<file path="src/rtl/alu_pkg.sv">
// Shared definitions for the 4-bit ALU: opcode encoding and fixed datapath widths.
// Imported by the core, the top and the bus interface.
package alu_pkg;

    localparam int OPND_W = 4;
    localparam int RES_W  = 8;
    localparam int OP_W   = 3;

    typedef enum logic [OP_W-1:0] {
        OP_ADD  = 3'b000,
        OP_SUB  = 3'b001,
        OP_MUL  = 3'b010,
        OP_AND  = 3'b011,
        OP_OR   = 3'b100,
        OP_XOR  = 3'b101,
        OP_NOR  = 3'b110,
        OP_XNOR = 3'b111
    } alu_op_e;

    // Logic results live in the low nibble; the high nibble is forced to zero.
    function automatic logic [RES_W-1:0] pad_logic(input logic [OPND_W-1:0] v);
        return {{(RES_W-OPND_W){1'b0}}, v};
    endfunction

endpackage

</file>
<file path="src/rtl/alu_if.sv">
// Operand/opcode/result bundle between a driver of the ALU and the ALU itself.
// The master drives operands and opcode; the slave returns the registered result.
interface alu_if;
    import alu_pkg::*;

    logic [OPND_W-1:0] a;
    logic [OPND_W-1:0] b;
    logic [OP_W-1:0]   s;
    logic [RES_W-1:0]  y;

    modport master (
        output a,
        output b,
        output s,
        input  y
    );

    modport slave (
        input  a,
        input  b,
        input  s,
        output y
    );

endinterface

</file>
<file path="src/rtl/alu_core.sv">
// Purely combinational ALU function: eight operations on two zero-extended
// 4-bit unsigned operands, producing an 8-bit result.
module alu_core
    import alu_pkg::*;
(
    input  logic [OPND_W-1:0] a,
    input  logic [OPND_W-1:0] b,
    input  alu_op_e           op,
    output logic [RES_W-1:0]  res
);

    logic [RES_W-1:0] a_ext;
    logic [RES_W-1:0] b_ext;

    assign a_ext = {{(RES_W-OPND_W){1'b0}}, a};
    assign b_ext = {{(RES_W-OPND_W){1'b0}}, b};

    // Subtraction wraps modulo 256, so a < b yields the two's complement value.
    always_comb begin
        res = '0;
        unique case (op)
            OP_ADD:  res = a_ext + b_ext;
            OP_SUB:  res = a_ext - b_ext;
            OP_MUL:  res = a_ext * b_ext;
            OP_AND:  res = pad_logic(a & b);
            OP_OR:   res = pad_logic(a | b);
            OP_XOR:  res = pad_logic(a ^ b);
            OP_NOR:  res = pad_logic(~(a | b));
            OP_XNOR: res = pad_logic(~(a ^ b));
            default: res = '0;
        endcase
    end

endmodule

</file>
<file path="src/rtl/alu.sv">
// ALU top: combinational alu_core followed by a single synchronously reset
// output register, giving one-cycle latency and one operation per cycle.
module alu
    import alu_pkg::*;
(
    input  logic  clk,
    input  logic  rst,
    alu_if.slave  bus
);

    alu_op_e          op_p0;
    logic [RES_W-1:0] res_p0;
    logic [RES_W-1:0] y_p1;

    assign op_p0 = alu_op_e'(bus.s);

    alu_core u_core (
        .a   (bus.a),
        .b   (bus.b),
        .op  (op_p0),
        .res (res_p0)
    );

    // Stage p0 -> p1: the result register is the only state in the block.
    always_ff @(posedge clk) begin
        if (rst) begin
            y_p1 <= '0;
        end else begin
            y_p1 <= res_p0;
        end
    end

    assign bus.y = y_p1;

endmodule

</file>
<file path="src/flat_wrapper.sv">
// flat-port wrapper written by rule: the top's interface ports become plain ports
module alu_flat import alu_pkg::*;
  (clk, rst, bus_a, bus_b, bus_s, bus_y);
  alu_if bus_i ();
  input  logic clk;
  input  logic rst;
  input wire logic [$bits(bus_i.a)-1:0] bus_a;
  input wire logic [$bits(bus_i.b)-1:0] bus_b;
  input wire logic [$bits(bus_i.s)-1:0] bus_s;
  output wire logic [$bits(bus_i.y)-1:0] bus_y;
  assign bus_i.a = bus_a;
  assign bus_i.b = bus_b;
  assign bus_i.s = bus_s;
  assign bus_y = bus_i.y;
  alu u_core (.clk(clk), .rst(rst), .bus(bus_i));
endmodule
</file>
<file path="config.mk">
export PLATFORM = sky130hd
export DESIGN_NAME = alu_flat
export DESIGN_NICKNAME = d
export VERILOG_FILES = /design/src/rtl/alu_pkg.sv /design/src/rtl/alu_if.sv /design/src/rtl/alu_core.sv /design/src/rtl/alu.sv /design/src/flat_wrapper.sv
export SDC_FILE = /design/constraint.sdc
export NUM_CORES = 1
export LEC_CHECK = 0
export ABC_AREA = 1
export BUFFER_PORTS_ARGS = -buffer_cell sky130_fd_sc_hd__buf_4
export CELL_PAD_IN_SITES_DETAIL_PLACEMENT = 1
export CELL_PAD_IN_SITES_GLOBAL_PLACEMENT = 2
export CORE_ASPECT_RATIO = 0.6
export CORE_UTILIZATION = 28
export CTS_BUF_LIST = sky130_fd_sc_hd__clkbuf_16
export DETAILED_ROUTE_END_ITERATION = 12
export PLACE_DENSITY_LB_ADDON = 0.15
export SLEW_MARGIN = 20
export SYNTH_ARGS = -nofsm -noshare
export SYNTH_HDL_FRONTEND = slang
export SYNTH_SLANG_ARGS = --single-unit
export TNS_END_PERCENT = 1
</file>
<file path="constraint.sdc">
create_clock -name clk -period 2.7 [get_ports clk]
set_input_delay 0.54 -clock clk [delete_from_list [all_inputs] [get_ports clk]]
set_output_delay 0.54 -clock clk [all_outputs]
set_load 0.01 [all_outputs]
</file>
==> After elaboration in Yosys (flattened, before gate mapping) <==
Cells that the tools add are included.
{ "word_totals": {"ff_bits": 8, "inputBits": 13} }
{ "classes": {"addsub": 2, "n_mux": 1, "multipliers": 1, "n_bitwise": 5, "n_reduce_logical": 1, "n_eq_ne": 7} }
{ "ops": {"columns": ["cell", "n"], "rows": [
  ["case mux 8 bit (8 select lines)", 1],
  ["equality test 3 bit (second input constant)", 4],
  ["multiplier 4 x 4 -> 8 bit", 1],
  ["inverter 4 bit", 2],
  ["equality test 3 x 2 -> 1 bit (second input constant)", 2],
  ["adder 4 x 4 -> 5 bit", 1],
  ["subtractor 4 x 4 -> 5 bit", 1],
  ["AND 4 bit", 1],
  ["bitwise OR 4 bit", 1],
  ["XOR 4 bit", 1],
  ["equality test 3 x 1 -> 1 bit (second input constant)", 1],
  ["logical NOT 3 bit", 1]
]} }

==> Longest topological paths before layout <==
Gate-level depths: netlist of run 1.
{ "depth": {"word_depth": 3, "ltp_mapped": 14, "depth_no_buf": 14} }

==> By module <==
Synthesis of run 1 repeated with hierarchy kept, for this count alone.
{ "hier_totals": {"cells_unflattened": 214, "area_unflattened_um2": 1332.5} }
{ "modules_own_cells": {"columns": ["module", "seq_area_each_um2", "instances", "cells_per_inst", "area_per_inst_um2"], "rows": [
  ["alu_core", 0.0, 1, 189, 1101.1],
  ["alu", 160.2, 1, 25, 231.5]
]} }

==> Worst setup path after synthesis of run 1 <==
OpenSTA, ideal clock, no wires.
{ "synth_timing": {"path_type": "input -> register", "start": "input bus_b[3]", "end": "register u_core.y_p1[3] (netlist: u_core.bus.y[3])", "path_stages": 11, "arrival_time_ns": 2.632, "setup_slack_ns": -0.044, "cell_sequence": "nand2_1 -> fa_1 -> inv_1 -> fa_1 -> inv_1 -> fa_1 -> nor2_1 -> a21oi_1 -> nand3_1 -> nor2_1 -> nor2_1"} }
{ "synth_via": {"elab_chain_cells": 3} }
{ "synth_lines": {"columns": ["item", "line_no", "text"], "rows": [
  ["from (decl)", "flat_wrapper.sv:8", "input wire logic [$bits(bus_i.b)-1:0] bus_b;"],
  ["branches (longest 2 deep; another with multiplier 4 x 4 -> 8 bit)", null, null],
  ["case mux 8 bit (8 select lines) *", "alu_core.sv:21", "unique case (op)"],
  ["to (signal assigned)", "alu.sv:29", "y_p1 <= res_p0;"],
  ["to (decl)", "alu.sv:13", "logic [RES_W-1:0] y_p1;"]
]} }
Every way passes the cells marked *.
A chain may end at the register's enable or synchronous reset.

==> Worst setup path in the final report of run 1 <==
{ "layout_timing": {"start": "input bus_b[2]", "end": "register u_core.y_p1[3] (netlist: u_core.bus.y[3])"} }
{ "layout_via": {"elab_chain_cells": 2} }
{ "layout_lines": {"columns": ["item", "line_no", "text"], "rows": [
  ["multiplier 4 x 4 -> 8 bit (tied with other cells)", "alu_core.sv:24", "OP_MUL: res = a_ext * b_ext;"],
  ["case mux 8 bit (8 select lines) *", "alu_core.sv:21", null]
]} }
Every way passes the cells marked *; elsewhere a longest branch is shown, timed or not.

==> key figures, run 1 <==
Outcome
  – Status: finished clean

Clock tree
  – Clk root buf: clkbuf_16
  – H-Tree Depth: 1
  – Clock Tree Buf Depth: 2
  – CTS tree: built
  – Num CTS Buffers: 3
  – CTS clk-pin slew, worst paths: 30 ps
  – Hold_buf cts: 0
  – Sink Count: 8

Logic synthesis
  – Fraction of registers with async set/reset: 0
  – Netlist cell types: 23
  – Most area-consuming cells after synthesis: ha_1 (23%), inv_1 (13%), dfxtp_1 (12%)
  – Top-area cell type share of the netlist area: 0.229
  – Synthesized area: 0.00131 sq mm
  – Post-Synthesis Cells: 202
  – Syn avg cell area: 6.50 sq um
  – Ys flop type: dfxtp_1
  – Number of synthesized flops with an enable pin: 0
  – Synth warn: 0
  – Register area share after synthesis: 0.122
  – Seq cells post-synth: 8
  – Commonest cells post-synth: inv_1 (45), nand2_1 (39), ha_1 (24)
  – Top cell type by total area after synthesis: ha_1
  – Post-synthesis net count: 245
  – Leading cell type by number of instances after synthesis: inv_1

Global route
  – Maximum number of pins on one net before global-route repair: 11
  – Vias in the first global route: 1439
  – GRT overflow: 0
  – First-pass GRT wire length: 6690 microns
  – Initial antenna violation count: 0
  – Total track usage: 0.172

Drt
  – Post-DRT Antenna Nets: 0
  – Routed vias: 1365
  – Total Routed Length: 3920 microns
  – Initial drt markers: 80
  – Drt drc: 0
  – Via-to-Cell Ratio: 4.58
  – Routed len/inst: 13.1 microns
  – First drt pass iteration count: 4

Finish
  – FILL cells: 567
  – ANT cells: 0
  – Share of layout cells above drive strength 1: 0.223
  – Final core utilization: 0.408
  – Finished Cell Area: 0.00175 sq mm
  – Flip-flop count of the largest register after layout: 8
  – Nets@finish: 283
  – Synth-to-layout area growth: 33.4%

Setup path
  – Data required time of the critical path: 2820 ps
  – Worst Path Arrival: 2790 ps
  – CP Max Fanout: 4
  – CP Class: in2reg
  – Worst setup SP type: input port
  – Crit. End Element: register

Pwr
  – Pwr Total: 0.641 mW
  – Power per cell area: 366 mW/mm^2
  – Pleak: 0.998 nW
  – Max VDD drop: 0.126 mV

Timing
  – Peak Freq: 0.374 GHz
  – Max-slew headroom: 0.799
  – Final count of negative-setup-slack endpoints: 0
  – Tcrit/Tclk final: 0.991
  – RSZ-0062 raised after global routing: yes
  – Fin. max-slew vios: 0
  – Fin crit period: 2670 ps
  – Final hold vios: 0
  – Slew @ Worst Pin: 301 ps

Die
  – Initial Util: 0.305
  – Die Wd: 90.4 microns
  – DIE AREA: 0.00498 sq mm
  – Die Height: 55.1 microns
  – # rows: 18
  – Top Ports: 21
  – Core area: 0.00430 sq mm

Hold path
  – Worst hold path type: in2reg
  – Min-delay src: rst
  – Worst Hold End: u_core.bus.y[5]
  – Hold depth: 2

Place
  – Post-DP HPWL: 3510 microns
  – Port bufs: 20
  – Placed cell area: 0.00164 sq mm
  – Global placement routability congestion: 0.846

Run
  – Max-cap viol count: 0
## critical path, stage by stage
cell and delay, ps:
buf_8 90, nand2_4 40, fa_1 550, inv_2 40
fa_1 560, inv_2 40, fa_2 510, nor2_1 40
a21oi_1 110, nand3_1 80, nor2_1 120, nor2_1 60
## what timing repair did
| action | 4_1_cts | 5_1_grt |
|---|---|---|
| gates resized for setup | 1 | 14 |
| setup endpoints to repair | 1 | 4 |
| pin swaps | 1 | 12 |
| buffers inserted | 0 | 0 |
| hold endpoints to repair | 0 | 0 |
## layout by cell type (no fill, tap or decap)
cell type and instances:
clkbuf_16 3, dfxtp_1 8, a31oi_1 1, ha_1 22, fa_1 5, nor3_1 2
a21oi_2 2, xor2_1 2, ha_2 2, o22ai_1 1, nor3_4 1, nor2_1 19
nand4_1 3, o21bai_1 1, nand2_2 2, buf_4 34, inv_1 43, buf_8 2
inv_2 5, fa_2 1, nand3_1 19, o2bb2ai_1 1, nand2_1 36, o21ai_1 1
a21oi_1 10, nand2_4 1, nand3b_1 2, o21ai_0 9
## cell type report
cell class	count	area (sq um)	share of cell area
inverters	48	180	0.103
multi-input cells	143	977	0.557
clock buffers	3	75.1	0.0428
flip-flops and latches	8	160	0.0914
repair buffers	36	285	0.163
well taps	60	75.1	0.0428
## per-stage QoR
step / instances / setup TNS, ps / hold WS (ps) / setup slack, ps
CTS: 298 / -1.48 / 522 / -1.48
detailed placement: 295 / -891 / 757 / -248
finish: 298 / 0 / 525 / 25.5
global placement: 295 / -705 / 763 / -185
floorplan: 202 / 0 / 609 / 19.8
global route: 298 / -219 / 535 / -97.9
## layer usage
metal | wire [microns] | vias up | global-route usage
met3 | 168 | 3 | 0.0137
met2 | 1550 | 33 | 0.279
met4 | 23 | 0 | 0.0323
met1 | 2170 | 623 | 0.252
met5 | 0 | - | 0
li1 | - | 706 | -
## how the worst max path moves through the flow
stage,start,slack (ps),to,cells past startpoint
final,bus_b[2],30,u_core.bus.y[3],12
after global routing,bus_b[2],-100,u_core.bus.y[7],14
after CTS,bus_a[0],-1,u_core.bus.y[3],12
after detailed placement,bus_a[0],-250,u_core.bus.y[6],13
after global placement,bus_a[0],-190,u_core.bus.y[6],13
after floorplan,bus_b[3],20,u_core.bus.y[3],11
## power by group
part           switching (mW)  internal (mW)  leakage [nW]  total, mW
Sequential            0.00218          0.128        0.0657      0.130
Clock                  0.0512          0.190        0.0370      0.241
Combinational           0.152          0.117         0.895      0.270
Total                   0.206          0.436         0.998      0.641
## cells by family after synthesis
kind of cell / share of synthesized area
buffers and inverters: 0.155
AND/OR/NAND/NOR: 0.284
adder cells (fa/ha/maj): 0.320
AO/OA/AOI/OAI: 0.106
XOR/XNOR: 0.0133
flip-flops: 0.122
No activity file was read; power rests on OpenSTA's default activity.
==> run 2: changes to the inputs <==
- CTS_CLUSTER_SIZE: not set -> 14
- PLACE_DENSITY_LB_ADDON: 0.15 -> 0.1
==> run 2 against run 1 <==
  * Worst hold slack improved by 7.2 ps
  * Flip-flop and latch count did not move
  * First-iteration DRC count fell by 40%
  * Sequential share of layout area fell by 0.11 points
  * Global-route usage rose by 0.76 points
  * Sequential power barely moved
  * Largest power group unchanged
==> key figures, run 2 (same netlist as run 1, synthesis figures left out) <==
Outcome
  – Status: finished clean (unchanged)

Finish
  – Nets@finish: 284 (was 283)
  – Finished Cell Area: 0.00177 sq mm (was 0.00175 sq mm)
  – Commonest non-fill, non-tap cells in the layout: inv_1 (42), nand2_1 (37), buf_4 (35) (was inv_1 (43), nand2_1 (36), buf_4 (34))
  – Flip-flop count of the largest register after layout: 8 (unchanged)
  – FF/Latch Area: 160 sq um (unchanged)
  – Most common cell after layout, fill and taps aside: inv_1 (unchanged)
  – ANT cells: 0 (unchanged)
  – Area occupied by multi-input gates: 995 sq um (was 977 sq um)
  – Synth-to-layout area growth: 35.0% (was 33.4%)
  – FILL cells: 567 (unchanged)
  – Share of layout cells above drive strength 1: 0.230 (was 0.223)

Pwr
  – Logic pwr share: 0.427 (was 0.421)
  – Part of the power in the clock network: 0.373 (was 0.376)
  – Switching share of power: 0.327 (was 0.321)
  – Internal: 0.437 mW (was 0.436 mW)
  – Max VDD drop: 0.141 mV (was 0.126 mV)
  – Power per cell area: 366 mW/mm^2 (about the same)
  – Pwr Total: 0.650 mW (was 0.641 mW)
  – Pleak: 1.01 nW (was 0.998 nW)
  – Switch Pwr: 0.212 mW (was 0.206 mW)
  – Seq pwr share: 0.200 (was 0.203)

Clock tree
  – Clock Tree Buf Depth: 2 (unchanged)
  – CTS clk-pin slew, worst paths: 40 ps (was 30 ps)
  – H-Tree Depth: 1 (unchanged)
  – Sink Count: 8 (unchanged)
  – Num CTS Buffers: 3 (unchanged)
  – Clk root buf: clkbuf_16 (unchanged)
  – CTS tree: built (unchanged)
  – Hold_buf cts: 0 (unchanged)

Place
  – Placed cell area: 0.00164 sq mm (unchanged)
  – Post-DP HPWL: 3640 microns (was 3510 microns)
  – Global placement routability congestion: 0.780 (was 0.846)
  – Port bufs: 20 (unchanged)

Drt
  – Post-DRT Antenna Nets: 0 (unchanged)
  – Routed vias: 1395 (was 1365)
  – First drt pass iteration count: 4 (unchanged)
  – Initial drt markers: 48 (was 80)
  – Total Routed Length: 4160 microns (was 3920 microns)
  – Via-to-Cell Ratio: 4.67 (was 4.58)
  – Drt drc: 0 (unchanged)
  – Routed len/inst: 13.9 microns (was 13.1 microns)

Run
  – Max-cap viol count: 0 (unchanged)

Timing
  – RSZ-0062 raised after global routing: yes (unchanged)
  – Final hold vios: 0 (unchanged)
  – Peak Freq: 0.378 GHz (was 0.374 GHz)
  – Final count of negative-setup-slack endpoints: 0 (unchanged)
  – Max-slew headroom: 0.799 (about the same)
  – Fin. max-slew vios: 0 (unchanged)
  – Tcrit/Tclk final: 0.981 (was 0.991)
  – Fin crit period: 2650 ps (was 2670 ps)
  – Slew @ Worst Pin: 301 ps (about the same)

Global route
  – Maximum number of pins on one net before global-route repair: 11 (unchanged)
  – First-pass GRT wire length: 6740 microns (was 6690 microns)
  – Total track usage: 0.179 (was 0.172)
  – GRT overflow: 0 (unchanged)
  – Vias in the first global route: 1342 (was 1439)
  – Initial antenna violation count: 0 (unchanged)

Die
  – Die Height: 55.1 microns (unchanged)
  – Initial Util: 0.305 (unchanged)
  – DIE AREA: 0.00498 sq mm (unchanged)
  – Die Wd: 90.4 microns (unchanged)
  – # rows: 18 (unchanged)
  – Top Ports: 21 (unchanged)
  – Core area: 0.00430 sq mm (unchanged)

Setup path
  – Worst setup SP type: input port (unchanged)
  – Crit. End Element: register (unchanged)
  – CP Class: in2reg (unchanged)
  – Data required time of the critical path: 2820 ps (about the same)
  – Worst Path Arrival: 2770 ps (was 2790 ps)
  – CP Max Fanout: 4 (unchanged)

Hold path
  – Worst hold path type: in2reg (unchanged)
  – Hold depth: 2 (unchanged)
==> run 2: layer usage <==
layer	vias up	routed length, microns	track usage
met1	656	2340	0.266
met2	26	1650	0.277
met3	0	168	0.0164
li1	713	-	-
met5	-	0	0
met4	0	0	0.0511
==> run 2: power by group through the flow <==
stage                     clock, mW  combinational, mW  sequential, mW
after floorplan                   0              0.146           0.137
after global placement            0              0.257           0.132
after detailed placement          0              0.263           0.132
after CTS                     0.247              0.266           0.130
after global routing          0.255              0.315           0.131
final                         0.242              0.277           0.130
==> run 2: through the flow <==
stage | util | setup slack, ps | cells | setup TNS [ps] | hold slack [ps]
global route | 0.412 | -66.7 | 299 | -187 | 550
global placement | 0.380 | -165 | 295 | -704 | 762
floorplan | - | 19.8 | 202 | 0 | 609
finish | 0.412 | 52.1 | 299 | 0 | 533
CTS | 0.398 | 1.03 | 298 | 0 | 529
detailed placement | 0.380 | -249 | 295 | -863 | 763
==> run 2: path summary, 6_finish.rpt <==
check                 from              end  slack [ps]
setup / recovery  bus_b[2]  u_core.bus.y[3]          50
hold / removal         rst  u_core.bus.y[6]         530
==> run 2: area by class of cell <==
cell class                      count  share of cell area
Timing Repair Buffer               37               0.163
Clock buffer                        3              0.0423
Multi-Input combinational cell    143               0.561
Inverter                           48               0.102
Sequential cell                     8              0.0903
Tap cell                           60              0.0423
==> run 2: repair_timing <==
item | CTS | global route
gates resized for setup | 0 | 17
setup endpoints to repair | 0 | 5
setup buffers | 0 | 1
==> run 2: critical path: stages <==
cell and delay [ps]:
buf_8 80, nand2_4 50, fa_1 540, inv_2 40, fa_1 530, inv_2 40, fa_2 510, nor2_1 40
a21oi_1 120, nand3_1 100, nor2_1 110, nor2_1 50
